**config.mk**
```make
export PLATFORM = sky130hd
export DESIGN_NAME = mem_access_flat
export DESIGN_NICKNAME = d
export VERILOG_FILES = /design/src/rtl/mem_access_if.sv /design/src/rtl/mem_access.sv /design/src/flat_wrapper.sv
export SDC_FILE = /design/constraint.sdc
export NUM_CORES = 1
export LEC_CHECK = 0
export ABC_AREA = 1
export BUFFER_PORTS_ARGS = -buffer_cell sky130_fd_sc_hd__buf_4
export CAP_MARGIN = 25
export CORE_MARGIN = 2
export CORE_UTILIZATION = 51
export CTS_CLUSTER_DIAMETER = 200
export DETAILED_ROUTE_END_ITERATION = 6
export HOLD_SLACK_MARGIN = 0.1
export PLACE_DENSITY = 0.93
export SETUP_SLACK_MARGIN = 0.02
export SLEW_MARGIN = 20
export SYNTH_ARGS = -nofsm -noshare
export SYNTH_HDL_FRONTEND = slang
export SYNTH_SLANG_ARGS = --single-unit
```
**constraint.sdc**
```tcl
create_clock -name clk -period 3.4 [get_ports clk]
set_input_delay 0.17 -clock clk [delete_from_list [all_inputs] [get_ports clk]]
set_output_delay 0.17 -clock clk [all_outputs]
set_load 0.01 [all_outputs]
```
**src/rtl/mem_access_if.sv**
```systemverilog
// Data-memory port of the memory-access stage: a single outstanding
// request held until the memory answers with a one-cycle ack.
interface mem_access_if #(
   parameter int B = 32
) ();
   logic         req;    // request outstanding
   logic         we;     // 1 = write
   logic [B-1:0] addr;   // word address, low two bits always zero
   logic [B-1:0] wdata;  // lane-replicated store data
   logic [3:0]   be;     // byte enables
   logic [B-1:0] rdata;  // read data, valid with ack
   logic         ack;    // transaction complete

   modport master (
      output req, we, addr, wdata, be,
      input  rdata, ack
   );

   modport slave (
      input  req, we, addr, wdata, be,
      output rdata, ack
   );
endinterface

```
**src/rtl/mem_access.sv**
```systemverilog
// Memory-access pipeline stage (between execute and write-back).
// Issues one data-memory transaction per load/store over a req/ack port,
// stalls execute while it is outstanding, aligns and extends load data and
// registers the MEM/WB fields used by the write-back mux.
// Optional build macro MEM_MISALIGN_TRAP_EN: adds the misalign output and
// turns misaligned half/word accesses into single-cycle, no-write bubbles
// instead of silently ignoring the low address bits.
module mem_access #(
   parameter int B = 32,   // data/address width, four byte lanes only
   parameter int D = 5     // register-index width
) (
   input  logic         clk,
   input  logic         rst_n,
   input  logic         ex_valid,
   input  logic [B-1:0] ex_ALU_data,
   input  logic [B-1:0] ex_store_data,
   input  logic [D-1:0] ex_write_reg,
   input  logic         ex_MemRead,
   input  logic         ex_MemWrite,
   input  logic         ex_MemtoReg,
   input  logic         ex_RegWrite,
   input  logic [1:0]   ex_size,
   input  logic         ex_unsigned,
   output logic         stall_out,
   mem_access_if.master dmem,
   output logic         wb_valid,
   output logic [B-1:0] wb_mem_data,
   output logic [B-1:0] wb_ALU_data,
   output logic         wb_MemtoReg,
   output logic         wb_RegWrite,
`ifdef MEM_MISALIGN_TRAP_EN
   output logic         misalign,
`endif
   output logic [D-1:0] wb_write_reg
);

   typedef enum logic {IDLE, ACCESS} state_t;

   localparam logic [1:0] SZ_BYTE = 2'b00;
   localparam logic [1:0] SZ_HALF = 2'b01;

   state_t       state_q, state_d;
   logic         mem_op;
   logic         trap;
   logic         start;      // IDLE -> ACCESS this edge
   logic         finish;     // ack accepted this edge
   logic         direct;     // non-memory (or trapped) op captured this edge
   logic         stall_c;
   logic [3:0]   be_c;
   logic [B-1:0] wdata_c;

   // Transaction context latched at issue for aligning the returned data.
   logic [1:0]   lane_q;
   logic [1:0]   size_q;
   logic         uns_q;
   logic [7:0]   byte_sel;
   logic [15:0]  half_sel;
   logic [B-1:0] load_c;

   logic         wb_regwrite_q;

   assign mem_op = ex_MemRead | ex_MemWrite;

`ifdef MEM_MISALIGN_TRAP_EN
   assign trap = mem_op &
                 (((ex_size == SZ_HALF) & ex_ALU_data[0]) |
                  (ex_size[1] & (|ex_ALU_data[1:0])));
`else
   assign trap = 1'b0;
`endif

   // State register; an async reset abandons any outstanding request.
   always_ff @(posedge clk or negedge rst_n) begin
      if (!rst_n) state_q <= IDLE;
      else        state_q <= state_d;
   end

   // Next-state, stall and transaction strobes.
   always_comb begin
      // NOTE: every output of this block gets a default first, so no path leaves it unassigned and no latch is inferred.
      state_d = state_q;
      stall_c = 1'b0;
      start   = 1'b0;
      finish  = 1'b0;
      direct  = 1'b0;
      case (state_q)
         IDLE: begin
            if (ex_valid && mem_op && !trap) begin
               stall_c = 1'b1;
               start   = 1'b1;
               state_d = ACCESS;
            end else if (ex_valid) begin
               direct  = 1'b1;
            end
         end
         ACCESS: begin
            if (dmem.ack) begin
               finish  = 1'b1;
               state_d = IDLE;
            end else begin
               stall_c = 1'b1;
            end
         end
         default: state_d = IDLE;
      endcase
   end

   // Stall is forced low while reset is held so execute is not frozen by it.
   assign stall_out = stall_c & rst_n;
   assign dmem.req  = (state_q == ACCESS);

   // Store lane steering: replicate the datum so every lane sees it.
   always_comb begin
      be_c    = 4'b1111;
      wdata_c = ex_store_data;
      case (ex_size)
         SZ_BYTE: begin
            be_c    = 4'b0001 << ex_ALU_data[1:0];
            wdata_c = {4{ex_store_data[7:0]}};
         end
         SZ_HALF: begin
            be_c    = ex_ALU_data[1] ? 4'b1100 : 4'b0011;
            wdata_c = {2{ex_store_data[15:0]}};
         end
         default: ;
      endcase
   end

   // Bus outputs and alignment context, captured at issue and held through ACCESS.
   always_ff @(posedge clk or negedge rst_n) begin
      // NOTE: only control/datapath flops here, no arrays, so every one is reset to a known zero.
      if (!rst_n) begin
         dmem.we    <= 1'b0;
         dmem.addr  <= '0;
         dmem.wdata <= '0;
         dmem.be    <= '0;
         lane_q     <= '0;
         size_q     <= '0;
         uns_q      <= 1'b0;
      end else if (start) begin
         // NOTE: non-blocking assignments here so all flops sample pre-edge values together.
         dmem.we    <= ex_MemWrite;
         dmem.addr  <= {ex_ALU_data[B-1:2], 2'b00};
         dmem.wdata <= wdata_c;
         dmem.be    <= be_c;
         lane_q     <= ex_ALU_data[1:0];
         size_q     <= ex_size;
         uns_q      <= ex_unsigned;
      end
   end

   // Load alignment and sign/zero extension of the returned word.
   always_comb begin
      byte_sel = dmem.rdata[{lane_q, 3'b000} +: 8];
      half_sel = dmem.rdata[{lane_q[1], 4'b0000} +: 16];
      case (size_q)
         SZ_BYTE: load_c = {{(B-8){~uns_q & byte_sel[7]}}, byte_sel};
         SZ_HALF: load_c = {{(B-16){~uns_q & half_sel[15]}}, half_sel};
         default: load_c = dmem.rdata;
      endcase
   end

   // MEM/WB register: written on a direct op or on the accepted ack.
   always_ff @(posedge clk or negedge rst_n) begin
      if (!rst_n) begin
         wb_valid      <= 1'b0;
         wb_mem_data   <= '0;
         wb_ALU_data   <= '0;
         wb_MemtoReg   <= 1'b0;
         wb_regwrite_q <= 1'b0;
         wb_write_reg  <= '0;
      end else begin
         wb_valid <= direct | finish;
         if (direct || finish) begin
            wb_mem_data   <= (finish && !dmem.we) ? load_c : '0;
            wb_ALU_data   <= ex_ALU_data;
            wb_MemtoReg   <= ex_MemtoReg;
            wb_regwrite_q <= ex_RegWrite & ~trap;
            wb_write_reg  <= ex_write_reg;
         end
      end
   end

   assign wb_RegWrite = wb_regwrite_q & wb_valid;

`ifdef MEM_MISALIGN_TRAP_EN
   // Misalign flag pulses alongside the bubble it explains.
   always_ff @(posedge clk or negedge rst_n) begin
      if (!rst_n) misalign <= 1'b0;
      else        misalign <= direct & trap;
   end
`endif

endmodule

```
**src/flat_wrapper.sv**
```systemverilog
// flat-port wrapper written by rule: the top's interface ports become plain ports
module mem_access_flat 
#(
   parameter int B = 32,                                              
   parameter int D = 5                            
)
  (clk, rst_n, ex_valid, ex_ALU_data, ex_store_data, ex_write_reg, ex_MemRead, ex_MemWrite, ex_MemtoReg, ex_RegWrite, ex_size, ex_unsigned, stall_out, wb_valid, wb_mem_data, wb_ALU_data, wb_MemtoReg, wb_RegWrite, wb_write_reg, dmem_req, dmem_we, dmem_addr, dmem_wdata, dmem_be, dmem_rdata, dmem_ack);
  mem_access_if #(.B(B)) dmem_i ();
  input  logic clk;
  input  logic rst_n;
  input  logic ex_valid;
  input  logic [B-1:0] ex_ALU_data;
  input  logic [B-1:0] ex_store_data;
  input  logic [D-1:0] ex_write_reg;
  input  logic ex_MemRead;
  input  logic ex_MemWrite;
  input  logic ex_MemtoReg;
  input  logic ex_RegWrite;
  input  logic [1:0] ex_size;
  input  logic ex_unsigned;
  output logic stall_out;
  output logic wb_valid;
  output logic [B-1:0] wb_mem_data;
  output logic [B-1:0] wb_ALU_data;
  output logic wb_MemtoReg;
  output logic wb_RegWrite;
  output logic [D-1:0] wb_write_reg;
  output wire logic [$bits(dmem_i.req)-1:0] dmem_req;
  output wire logic [$bits(dmem_i.we)-1:0] dmem_we;
  output wire logic [$bits(dmem_i.addr)-1:0] dmem_addr;
  output wire logic [$bits(dmem_i.wdata)-1:0] dmem_wdata;
  output wire logic [$bits(dmem_i.be)-1:0] dmem_be;
  input wire logic [$bits(dmem_i.rdata)-1:0] dmem_rdata;
  input wire logic [$bits(dmem_i.ack)-1:0] dmem_ack;
  assign dmem_req = dmem_i.req;
  assign dmem_we = dmem_i.we;
  assign dmem_addr = dmem_i.addr;
  assign dmem_wdata = dmem_i.wdata;
  assign dmem_be = dmem_i.be;
  assign dmem_i.rdata = dmem_rdata;
  assign dmem_i.ack = dmem_ack;
  mem_access #(.B(B), .D(D)) u_core (.clk(clk), .rst_n(rst_n), .ex_valid(ex_valid), .ex_ALU_data(ex_ALU_data), .ex_store_data(ex_store_data), .ex_write_reg(ex_write_reg), .ex_MemRead(ex_MemRead), .ex_MemWrite(ex_MemWrite), .ex_MemtoReg(ex_MemtoReg), .ex_RegWrite(ex_RegWrite), .ex_size(ex_size), .ex_unsigned(ex_unsigned), .stall_out(stall_out), .dmem(dmem_i), .wb_valid(wb_valid), .wb_mem_data(wb_mem_data), .wb_ALU_data(wb_ALU_data), .wb_MemtoReg(wb_MemtoReg), .wb_RegWrite(wb_RegWrite), .wb_write_reg(wb_write_reg));
endmodule
```
After elaboration in Yosys (flattened, before gate mapping)

Index checks and enable logic that the tools add are counted.

Register bits: 145
Bits of input ports: 112
Output and inout port bits: 143
Word-level logic and storage cells: 47

Equality and inequality tests: 2
Shifts and indexed selects: 3
Multiplexer cells: 14
Bitwise logic cells: 8
Reductions and logical operators: 6

Operators with widths:

| kind                | number |
|---|---|
| $pmux 32 s2         | 2 |
| $mux 32             | 1 |
| $shiftx 32x6->16    | 1 |
| $shiftx 32x6->8     | 1 |
| $mux 1              | 8 |
| $pmux 4 s2          | 1 |
| $and 1x1->1         | 4 |
| $eq 2x1->1 const B  | 2 |
| $logic_not 2->1     | 2 |
| $mux 4              | 1 |
| $shl 1x2->4 const A | 1 |
| $logic_and 1x1->1   | 2 |
| $not 1->1           | 2 |
| $or 1x1->1          | 2 |
| $pmux 1 s2          | 1 |
| $logic_not 1->1     | 1 |
| $logic_or 1x1->1    | 1 |

Longest topological paths before layout

Gate-level depths: netlist of the first run.

Word-level depth: 5
Mapped depth: 11
Gate-level depth less buffers: 9

Worst setup path before layout of the first run

Ideal clock, no wire load.

Path kind: flip-flop to output port
Start: register u_core.state_q (netlist: u_core.dmem.req)
End: output port stall_out
Arrival time: 1.222 ns
Required time: 3.230 ns
Setup slack: 2.008 ns
Cell stages (with the launch flop): 5
Cells stage by stage: dfrtp_1 nor2_1 o21ai_2 clkbuf_1 a21boi_0

Cells in the longest elaborated chain, start to end: 3

RTL lines:

| item                   | line               | RTL |
|---|---|---|
| from (decl)            | mem_access.sv:42   | `state_t state_q, state_d;` |
| from (signal assigned) | mem_access.sv:75   | `else state_q <= state_d;` |
| $not 1->1              | n/a                |  |
| $pmux 1 s2 *           | mem_access.sv:86   | `case (state_q)` |
| $and 1x1->1 *          | mem_access.sv:109  | `assign stall_out = stall_c & rst_n;` |
| to (decl)              | flat_wrapper.sv:21 | `output logic stall_out;` |

Every way passes the cells marked *; elsewhere a longest branch is shown, timed or not.

Worst setup path after layout of the first run

Start: register u_core.state_q (netlist: u_core.dmem.req)
End: register u_core.dmem.be[3]

Cells in the longest elaborated chain, start to end: 1

RTL lines:

| item                 | line                | RTL |
|---|---|---|
| $mux 1               | mem_access.sv:86    |  |
| to (signal assigned) | mem_access.sv:136   | `dmem.be <= '0;` |
| to (signal assigned) | mem_access.sv:145   | `dmem.be <= be_c;` |
| to (decl)            | mem_access_if.sv:15 | `output req, we, addr, wdata, be,` |

No other way between the ends.
A chain may end at the register's enable or synchronous reset.

==> results.sh, run 1 <==
export IMPL_hold_depth=5
export IMPL_cts_max_level=4
export IMPL_track_usage_pct=38.57
export IMPL_syn_mean_instance_area_sq_um=8.101
export IMPL_end_kind="flip-flop"
export IMPL_worstHoldStart="dmem_rdata[30]"
export IMPL_r2r_worst_path_cells=7
export IMPL_netlist_area_leader_share_pct=56.99
export IMPL_postCtsSetupBuffers=0
export IMPL_ff2ff_setup_slack_ns=1.01
export IMPL_via_count=7327
export IMPL_pwr_share_seq_pct=38.0
export IMPL_reg2reg_to="u_core.dmem.be[3]"
export IMPL_dp_hpwl_microns=13850
export IMPL_ant_nets=0
export IMPL_slew_viol_final=0
export IMPL_final_util_pct=81.56
export IMPL_dpl_worst_slack_ns=1.387
export IMPL_grt_max_degree=78
export IMPL_layout_min_cycle_time_ns=2.391
export IMPL_fin_ws_ns=1.009
export IMPL_grt_pass1_vias=7341
export IMPL_cp_max_fo=34
export IMPL_crit_type="reg2reg"
export IMPL_gp_congestion=0.8911
export IMPL_grt_pass1_wl_microns=38510
export IMPL_avgViaCountPerCell=5.680
export IMPL_synthesis_area_sq_mm=0.006367
export IMPL_fill_cells=688
export IMPL_drc=0
export IMPL_reg2reg_from="u_core.dmem.req"
export IMPL_crit_path_start_kind="flip-flop"
export IMPL_ys_warn_count=0
export IMPL_clock_sinks=145
export IMPL_power_frac_comb_pct=31.1
export IMPL_multi_input_area_sq_mm=0.002326
export IMPL_p_per_area_mw_per_mm2=667.8
export IMPL_die_w_microns=115.7
export IMPL_setup_viol_count_final=0
export IMPL_synth_cell_type_count=24
export IMPL_floorplan_initialDensity_pct=52.57
export IMPL_die_y_microns=115.7
export IMPL_die_area_sq_mm=0.01339
export IMPL_cp_required_ns=3.76
export IMPL_num_io_pins=255
export IMPL_syn_to_final_growth_pct=55.14
export IMPL_finish_net_count=1220
export IMPL_firstDrtPassIters=6
export IMPL_drt_initial_drc_count=1121
export IMPL_maxCapViolCount=0
export IMPL_finalClockSkew_ns=0.008162
export IMPL_slew_headroom_pct=39.43
export IMPL_cts_tree="done"
export IMPL_synth_largest_area_cell="dfrtp_1"
export IMPL_core_area_sq_mm=0.01211
export IMPL_clock_root_buffer="clkbuf_16"
export IMPL_rows=40
export IMPL_crit_arrival_ns=2.75
export IMPL_final_layout_size_suffix_gt1_share_pct=27.30
export IMPL_peakVddDrop_mv=0.4691
export IMPL_worst_pin_slew_ns=0.9065
export IMPL_p_leak_nw=5.336
export IMPL_clk_latency_ns=0.43
export IMPL_hold_viol=0
export IMPL_clk_pin_slew_ns=0.06
export IMPL_fmax_ghz=0.4182
export IMPL_fin_setup_tns_ns=0
export IMPL_cts_resized=0
export IMPL_intPower_mw=4.330
export IMPL_swShare_pct=34.36
export IMPL_numCtsBuffers=17
export IMPL_holdPathEnd="u_core.wb_mem_data[30]"
export IMPL_grt_overflow_total=0
export IMPL_portBuffers=252
export IMPL_reg_top3="u_core.dmem.wdata (32), u_core.wb_ALU_data (32), u_core.wb_mem_data (32)"
export IMPL_synth_seq_cells=145
export IMPL_status="completed"
export IMPL_rsz0062_at_grt="false"
export IMPL_yosysSeqAreaShare_pct=56.99
export IMPL_cts_buffer_depth=2
export IMPL_post_route_period_util_pct=70.33
export IMPL_hp_class="in2reg"
export IMPL_synthesis_instances=786
export IMPL_antenna_found_initial=1
export IMPL_switchingPower_mw=2.266
export IMPL_synth_area_top_cells="dfrtp_1, nand2_1, o21ai_0, inv_1, a21oi_1"
export IMPL_routedWlPerCell_microns=20.12
export IMPL_drt_wl_total_microns=25950
export IMPL_clkPwrFrac_pct=30.9
export IMPL_regArea_sq_mm=0.003628
-- stage by stage --
stage | cells | hold WS (ns) | instance area (sq um) | power, mW
finish | 1290 | 0.1169 | 9878 | 6.597
detailed placement | 1171 | 0.2201 | 8361 | 4.299
global route | 1290 | 0.1306 | 9878 | 6.823
CTS | 1288 | 0.1005 | 9848 | 6.418
global placement | 1171 | 0.2197 | 8361 | 4.226
floorplan | 787 | -0.1256 | 6371 | 3.265
-- power groups by stage --
stage               Combinational [mW]  Clock, mW  Sequential (mW)
floorplan                        0.681          0             2.58
finish                            2.05       2.04             2.51
CTS                               1.94       2.02             2.45
global route                      2.19       2.10             2.53
global placement                  1.78          0             2.45
detailed placement                1.84          0             2.46
-- area by class of cell --
class / count / area share [%]
sequential: 145 / 36.73
timing repair buffer: 344 / 28.79
multi-input combinational: 540 / 23.55
clock buffer: 19 / 4.585
inverter: 60 / 2.331
tap: 168 / 2.128
clock inverter: 13 / 1.862
antenna: 1 / 0.02533
-- critical path, stage by stage, from the launching register on --
cell,delay [ns]
dfrtp_1,0.43
nor2_1,0.39
o21ai_4,0.25
buf_16,0.24
inv_2,0.21
o211ai_1,0.14
dlygate4sd3_1,0.59
nand3_1,0.08
-- how the worst max path moves through the flow --
stage | slack, ns | endpoint | start
floorplan | 2.01 | stall_out | u_core.dmem.req
global route | 0.95 | u_core.dmem.be[3] | u_core.dmem.req
global placement | 1.49 | u_core.wb_write_reg[1] | u_core.dmem.req
CTS | 0.93 | u_core.dmem.be[3] | ex_MemWrite
detailed placement | 1.39 | u_core.wb_MemtoReg | u_core.dmem.req
finish | 1.01 | u_core.dmem.be[3] | u_core.dmem.req
-- cell usage in the layout (no fill, tap or decap) --
cell type      netlist  layout
a21oi_1             37      37
clkinv_4             0       2
nand2_4              2       2
inv_2                4       4
buf_16               0       1
conb_1               1       2
buf_4                3     255
nand2_2              2       2
buf_12               0       2
nor2_2               2       2
bufinv_16            0       4
dfrtp_1            145     145
nor2_1              46      46
nand2_1            311     311
clkinv_2             0       3
buf_6                2       1
a21boi_0             1       1
nand3_4              1       1
nand3_1             24      24
o21ai_4              0       1
nor2_8               1       1
clkbuf_8             0       2
o211ai_1             1       1
diode_2              0       1
dlygate4sd3_1        0      85
o21ai_0            107     107
a21oi_4              0       1
inv_6                1       2
clkbuf_16            0      17
o21ai_1              1       1
inv_1               55      55
clkinvlp_4           0       3
-- synthesized netlist by cell type (all sizes together) --
library cell / number
nand2: 315
dfrtp: 145
o21ai: 109
inv: 60
nor2: 49
a21oi: 38
nand3: 25
clkbuf: 23
buf: 19
a21boi: 1
conb: 1
o211ai: 1
-- what timing repair did --
item                                    in CTS  in global routing
endpoints found under the setup margin       0                  0
endpoints found under the hold margin      183                  0
hold buffers                                85                  0
-- cells by family (layout without fill, tap and decap cells) --
| group | count (synthesis) | in the layout | share of synthesized area (%) |
|---|---|---|---|
| and+or+nand+nor | 389 | 389 | 24.27 |
| AOI/OAI and AO/OA | 149 | 149 | 11.91 |
| DFF | 145 | 145 | 56.99 |
| buffers and inverters | 102 | 436 | 6.779 |
| other | 1 | 3 | 0.05889 |
-- metal layers --
| metal | wire length (microns) | part of all wire, % | vias to the layer above | track usage [%] |
|---|---|---|---|---|
| met1 | 8823 | 34 | 3420 | 42.95 |
| met2 | 12280 | 47 | 631 | 62.26 |
| met4 | 1858 | 7.2 | 0 | 27.78 |
| li1 | - | - | 3107 | - |
| met3 | 2987 | 12 | 169 | 12.76 |
| met5 | 0 | 0 | - | 0 |
Power figures use the tool's default switching activity.
==> inputs of run 2 (changes only) <==
--- a/config.mk
+++ b/config.mk
@@ -9,11 +9,11 @@
 export BUFFER_PORTS_ARGS = -buffer_cell sky130_fd_sc_hd__buf_4
 export CAP_MARGIN = 25
 export CORE_MARGIN = 2
-export CORE_UTILIZATION = 51
+export CORE_UTILIZATION = 49
 export CTS_CLUSTER_DIAMETER = 200
 export DETAILED_ROUTE_END_ITERATION = 6
 export HOLD_SLACK_MARGIN = 0.1
-export PLACE_DENSITY = 0.93
+export PLACE_DENSITY = 0.9
 export SETUP_SLACK_MARGIN = 0.02
 export SLEW_MARGIN = 20
 export SYNTH_ARGS = -nofsm -noshare
==> constraint.sdc (replaced) <==
create_clock -name clk -period 2.35 [get_ports clk]
set_input_delay 0.1175 -clock clk [delete_from_list [all_inputs] [get_ports clk]]
set_output_delay 0.1175 -clock clk [all_outputs]
set_load 0.01 [all_outputs]
==> results.sh, run 2 (synthesis gave the netlist of run 1 again) <==
export IMPL_final_layout_size_suffix_gt1_share_pct=26.79
export IMPL_slew_headroom_pct=51.31
export IMPL_end_kind="flip-flop"
export IMPL_critPathSlowestCell="dlygate4sd3_1"
export IMPL_die_w_microns=118.0
export IMPL_drt_wl_total_microns=24640
export IMPL_critPathBufInv=2
export IMPL_via_count=7184
export IMPL_place_area_sq_mm=0.008391
export IMPL_cp_max_fo=19
export IMPL_crit_path_start_kind="flip-flop"
export IMPL_cts_tree="done"
export IMPL_num_io_pins=255
export IMPL_dp_hpwl_microns=13410
export IMPL_clkPwrFrac_pct=29.6
export IMPL_setup_viol_count_final=0
export IMPL_cp_top_family="buffers and inverters"
export IMPL_routedWlPerCell_microns=18.67
export IMPL_p_leak_nw=5.424
export IMPL_grt_pass1_vias=7477
export IMPL_firstDrtPassIters=6
export IMPL_fin_setup_tns_ns=0
export IMPL_finish_net_count=1247
export IMPL_cp_required_ns=2.71
export IMPL_portBuffers=252
export IMPL_clk_latency_ns=0.42
export IMPL_floorplan_initialDensity_pct=50.25
export IMPL_stdcell_area_sq_mm=0.01007
export IMPL_total_power_mw=9.282
export IMPL_layout_common_cells="nand2_1, buf_4, dfrtp_1"
export IMPL_gp_congestion=0.9381
export IMPL_pwr_share_seq_pct=38.2
export IMPL_postCtsSetupBuffers=0
export IMPL_swShare_pct=33.52
export IMPL_grt_pass1_wl_microns=39100
export IMPL_status="completed"
export IMPL_worst_pin_slew_ns=0.7304
export IMPL_grt_max_degree=80
export IMPL_clock_sinks=145
export IMPL_core_area_sq_mm=0.01267
export IMPL_ant_nets=0
export IMPL_layout_min_cycle_time_ns=2.207
export IMPL_syn_to_final_growth_pct=58.13
export IMPL_slew_viol_final=0
export IMPL_reg_top3="u_core.dmem.wdata (32), u_core.wb_ALU_data (32), u_core.wb_mem_data (32)"
export IMPL_postCtsHoldBufs=108
export IMPL_fmax_ghz=0.4532
export IMPL_die_y_microns=118.0
export IMPL_peakVddDrop_mv=0.7308
export IMPL_max_stage_delay_ns=0.57
export IMPL_drt_initial_drc_count=1139
export IMPL_clock_root_buffer="clkbuf_16"
export IMPL_switchingPower_mw=3.112
export IMPL_post_route_period_util_pct=93.90
export IMPL_antenna_found_initial=2
export IMPL_drc=0
export IMPL_intPower_mw=6.171
export IMPL_hold_viol=0
export IMPL_crit_type="reg2reg"
export IMPL_clk_pin_slew_ns=0.06
export IMPL_rsz0062_at_grt="false"
export IMPL_p_per_area_mw_per_mm2=921.9
export IMPL_power_frac_comb_pct=32.2
export IMPL_avgViaCountPerCell=5.442
export IMPL_critical_path_cell_chain="nor2_1 -> o21ai_4 -> inv_2 -> o211ai_1 -> dlygate4sd3_1 -> nand3_1"
export IMPL_cts_max_level=4
export IMPL_numCtsBuffers=17
export IMPL_die_area_sq_mm=0.01392
export IMPL_rows=41
export IMPL_cts_resized=0
export IMPL_hp_class="in2reg"
export IMPL_final_common_cell="nand2_1"
export IMPL_grt_overflow_total=0
export IMPL_track_usage_pct=36.16
export IMPL_final_util_pct=79.46
export IMPL_cts_buffer_depth=2
export IMPL_maxCapViolCount=0
export IMPL_crit_arrival_ns=2.56
export IMPL_finalClockSkew_ns=0.01059
==> run 2: stage by stage <==
step / instances / worst slack, ns / hold WS [ns]
2_1_floorplan: 787 / 0.9937 / -0.1781
3_3_place_gp: 1180 / 0.7062 / -0.05425
3_5_place_dp: 1180 / 0.5951 / -0.05440
4_1_cts: 1318 / 0.2719 / 0.1022
5_1_grt: 1320 / 0.04115 / 0.1069
6_report: 1320 / 0.1434 / 0.1151
==> run 2: routing by layer <==
metal | part of all wire, % | global-route usage, % | vias up
met5 | 0 | 0 | -
met4 | 5.5 | 18.90 | 0
met3 | 9.0 | 9.787 | 124
met2 | 50 | 62.43 | 519
met1 | 35 | 40.93 | 3380
li1 | - | - | 3161
==> run 2: path summary, 6_finish.rpt <==
| kind | startpoint | end | slack (ns) | depth (start not counted) |
|---|---|---|---|---|
| worst max-delay path | u_core.dmem.req | u_core.dmem.be[3] | 0.14 | 6 |
| worst min-delay path | dmem_rdata[11] | u_core.wb_mem_data[11] | 0.12 | 5 |
| worst max register to register | u_core.dmem.req | u_core.dmem.be[3] | 0.14 | 6 |
| worst min register to register | u_core.wb_mem_data[15] | u_core.wb_mem_data[15] | 0.48 | 2 |
| max in group asynchronous | rst_n | u_core.wb_mem_data[8] | 1.21 | 3 |
| min in group asynchronous | rst_n | u_core.wb_mem_data[16] | 0.33 | 3 |
==> run 2: final cells by class <==
class	count	area [sq um]
sequential	145	3628
timing repair buffer	371	3072
fill	705	2603
multi-input combinational	540	2326
clock buffer	20	456.7
inverter	60	230.2
tap	172	215.2
clock inverter	10	135.1
antenna	2	5.005
==> run 2: worst register-to-register path: stages, from the launching register on <==
cell           delay, ns
dfrtp_1             0.43
nor2_1              0.42
o21ai_4             0.28
inv_2               0.27
o211ai_1            0.12
dlygate4sd3_1       0.57
nand3_1             0.07
==> run 2: power by group through the flow <==
| stage | clock network (mW) | registers, mW | logic, mW |
|---|---|---|---|
| 2_1_floorplan | 0 | 3.74 | 0.986 |
| 3_3_place_gp | 0 | 3.50 | 2.62 |
| 3_5_place_dp | 0 | 3.51 | 2.70 |
| 4_1_cts | 2.75 | 3.49 | 2.86 |
| 5_1_grt | 2.86 | 3.60 | 3.22 |
| 6_report | 2.75 | 3.54 | 2.99 |
==> inputs of run 3 (changes only) <==
--- a/config.mk
+++ b/config.mk
@@ -5,15 +5,15 @@
 export SDC_FILE = /design/constraint.sdc
 export NUM_CORES = 1
 export LEC_CHECK = 0
-export ABC_AREA = 1
 export BUFFER_PORTS_ARGS = -buffer_cell sky130_fd_sc_hd__buf_4
 export CAP_MARGIN = 25
 export CORE_MARGIN = 2
-export CORE_UTILIZATION = 49
+export CORE_UTILIZATION = 48
 export CTS_CLUSTER_DIAMETER = 200
 export DETAILED_ROUTE_END_ITERATION = 6
+export GPL_TIMING_DRIVEN = 0
 export HOLD_SLACK_MARGIN = 0.1
-export PLACE_DENSITY = 0.9
+export PLACE_DENSITY = 0.89
 export SETUP_SLACK_MARGIN = 0.02
 export SLEW_MARGIN = 20
 export SYNTH_ARGS = -nofsm -noshare
==> results.sh, run 3 <==
export IMPL_fill_cells=654
export IMPL_synthFlopType="dfrtp_1"
export IMPL_die_w_microns=118.3
export IMPL_cts_buffer_depth=2
export IMPL_numCtsBuffers=17
export IMPL_core_area_sq_mm=0.01267
export IMPL_synth_area_top_cells="dfrtp_1, nand2_1, mux2i_1, mux2_2, mux2_1"
export IMPL_fmax_ghz=0.4927
export IMPL_max_stage_delay_ns=0.57
export IMPL_synth_cell_type_count=38
export IMPL_dp_hpwl_microns=13800
export IMPL_synth_commonest_cells="nand2_1, dfrtp_1, o21ai_0"
export IMPL_status="completed"
export IMPL_p_leak_nw=5.018
export IMPL_intPower_mw=6.263
export IMPL_netlist_area_leader_share_pct=57.87
export IMPL_clk_pin_slew_ns=0.06
export IMPL_ff2ff_setup_slack_ns=0.37
export IMPL_layout_common_cells="buf_4, nand2_1, dfrtp_1"
export IMPL_worst_pin_slew_ns=0.7697
export IMPL_routedWlPerCell_microns=20.49
export IMPL_gp_congestion=0.8819
export IMPL_portBuffers=252
export IMPL_critPathSlowestCell="dlygate4sd3_1"
export IMPL_die_area_sq_mm=0.01399
export IMPL_fin_setup_tns_ns=0
export IMPL_async_flop_share_pct=100.0
export IMPL_yosysMostFrequentCell="nand2_1"
export IMPL_finish_net_count=1071
export IMPL_critPathBufInv=4
export IMPL_synth_seq_cells=145
export IMPL_slew_headroom_pct=48.69
export IMPL_pwr_share_seq_pct=38.4
export IMPL_final_layout_size_suffix_gt1_share_pct=34.85
export IMPL_firstDrtPassIters=5
export IMPL_crit_arrival_ns=1.91
export IMPL_cts_tree="done"
export IMPL_swShare_pct=31.95
export IMPL_grt_max_degree=79
export IMPL_use_met2_pct=59.68
export IMPL_switchingPower_mw=2.941
export IMPL_diodes=0
export IMPL_power_frac_comb_pct=32.2
export IMPL_slew_viol_final=0
export IMPL_die_y_microns=118.3
export IMPL_via_count=6197
export IMPL_reg_top3="u_core.dmem.wdata (32), u_core.wb_ALU_data (32), u_core.wb_mem_data (32)"
export IMPL_rsz0062_at_grt="false"
export IMPL_avgViaCountPerCell=5.426
export IMPL_antenna_found_initial=0
export IMPL_peakVddDrop_mv=0.5963
export IMPL_critical_path_cell_chain="dlygate4sd3_1 -> buf_8 -> buf_16 -> and2_1 -> buf_4"
export IMPL_grt_met3_usage_pct=8.832
export IMPL_syn_to_final_growth_pct=60.85
export IMPL_end_kind="output port"
export IMPL_yosysSeqAreaShare_pct=57.87
export IMPL_place_area_sq_mm=0.008416
export IMPL_hold_viol=0
export IMPL_crit_path_start_kind="input pin"
export IMPL_ys_warn_count=0
export IMPL_grt_pass1_wl_microns=36200
export IMPL_ant_nets=0
export IMPL_clk_latency_ns=0.43
export IMPL_clkPwrFrac_pct=29.4
export IMPL_layout_min_cycle_time_ns=2.030
export IMPL_rows=41
export IMPL_syn_mean_instance_area_sq_um=10.83
export IMPL_drc=0
export IMPL_drt_initial_drc_count=477
export IMPL_crit_type="in2out"
export IMPL_track_usage_pct=33.97
export IMPL_maxCapViolCount=0
export IMPL_finalClockSkew_ns=0.008324
export IMPL_synth_edf_count=0
export IMPL_global_route_usage_met1_pct=36.66
export IMPL_cp_top_family="buffers and inverters"
export IMPL_stdcell_area_sq_mm=0.01008
export IMPL_setup_viol_count_final=0
export IMPL_synthesis_area_sq_mm=0.006270
export IMPL_synthesis_instances=579
export IMPL_grt_pass1_vias=6729
export IMPL_drt_wl_total_microns=23400
export IMPL_grt_overflow_total=0
export IMPL_hp_class="in2reg"
export IMPL_floorplan_initialDensity_pct=49.48
export IMPL_cts_max_level=4
export IMPL_cp_max_fo=78
export IMPL_num_io_pins=255
export IMPL_post_route_period_util_pct=86.37
export IMPL_clock_sinks=145
export IMPL_p_per_area_mw_per_mm2=912.7
export IMPL_final_common_cell="buf_4"
export IMPL_clock_root_buffer="clkbuf_16"
export IMPL_cp_required_ns=2.23
export IMPL_total_power_mw=9.204
export IMPL_busiest_layer="met2"
export IMPL_postCtsSetupBuffers=0
export IMPL_synth_largest_area_cell="dfrtp_1"
[run 3: cell types whose count changed after synthesis, sizes merged, moves of 7 or more]
cell,before,now
mux2,0,51
nand3,25,0
o21ai,109,60
a221o,0,16
nor2,49,15
a21oi,38,11
inv,60,5
nand2,315,161
mux2i,0,32
a21boi,1,8
and2,0,9
nand2b,0,11
clkbuf,23,16
[run 3: cell families (layout without fill, tap and decap cells)]
kind of cell / after synthesis / count (layout) / share of synthesized area (%)
and+or+nand+nor: 202 / 202 / 13.63
DFF: 145 / 145 / 57.87
AOI/OAI and AO/OA: 105 / 105 / 10.62
muxes: 83 / 83 / 14.59
buffers and inverters: 43 / 433 / 3.233
other: 1 / 2 / 0.05981
[run 3: path summary, 6_finish.rpt]
path	start	end	cells after the start
worst max-delay path	rst_n	stall_out	5
worst min-delay path	ex_size[0]	u_core.dmem.be[0]	4
worst max register to register	u_core.dmem.req	u_core.wb_mem_data[30]	5
worst min register to register	u_core.wb_ALU_data[0]	u_core.wb_ALU_data[0]	2
max in group asynchronous	rst_n	u_core.dmem.wdata[5]	3
min in group asynchronous	rst_n	u_core.wb_mem_data[5]	2
[run 3: tightest hold or removal path, delay by kind of cell]
kind | cells | cell delay (ns)
AO/OA/AOI/OAI | 2 | 0.22
buffers and inverters | 1 | 0.11
AND/OR/NAND/NOR | 1 | 0.13
[run 3: stage by stage]
step | hold WS, ns | worst slack (ns) | instances | util (%)
detailed placement | 0.1014 | 0.4710 | 1005 | 66.42
global placement | 0.3162 | 0.2781 | 1004 | 66.14
floorplan | -0.1781 | 0.7899 | 580 | -
finish | 0.2021 | 0.3204 | 1142 | 79.59
global route | 0.2189 | 0.1318 | 1142 | 79.59
CTS | 0.1698 | 0.1070 | 1143 | 79.59
[run 3: layout make-up]
type / count / area [sq um] / area share [%]
plain buffers: 37 / 181.4 / 1.799
repair buffers: 361 / 3008 / 29.83
multi-input cells: 392 / 2445 / 24.24
inverters: 5 / 18.77 / 0.1861
well taps: 172 / 215.2 / 2.134
clock inverters: 9 / 107.6 / 1.067
clock buffers: 21 / 480.5 / 4.764
flip-flops and latches: 145 / 3628 / 35.98
[run 3: per-layer routing]
| metal | up-vias | routed length, microns |
|---|---|---|
| met3 | 95 | 1831 |
| met1 | 2985 | 8303 |
| met5 | - | 0 |
| li1 | 2726 | - |
| met2 | 391 | 12040 |
| met4 | 0 | 1228 |
[run 3: power by group through the flow]
stage	clock [mW]	combinational, mW	sequential (mW)
final	2.71	2.96	3.53
after global routing	2.83	3.14	3.59
after CTS	2.70	2.86	3.48
after detailed placement	0	2.70	3.51
after global placement	0	2.63	3.48
after floorplan	0	0.942	3.75
[run 3: repair_timing]
action | CTS | global route
hold buffers | 108 | 0
endpoints found under the hold margin | 208 | 0
endpoints found under the setup margin | 0 | 1
resized for setup | 0 | 2
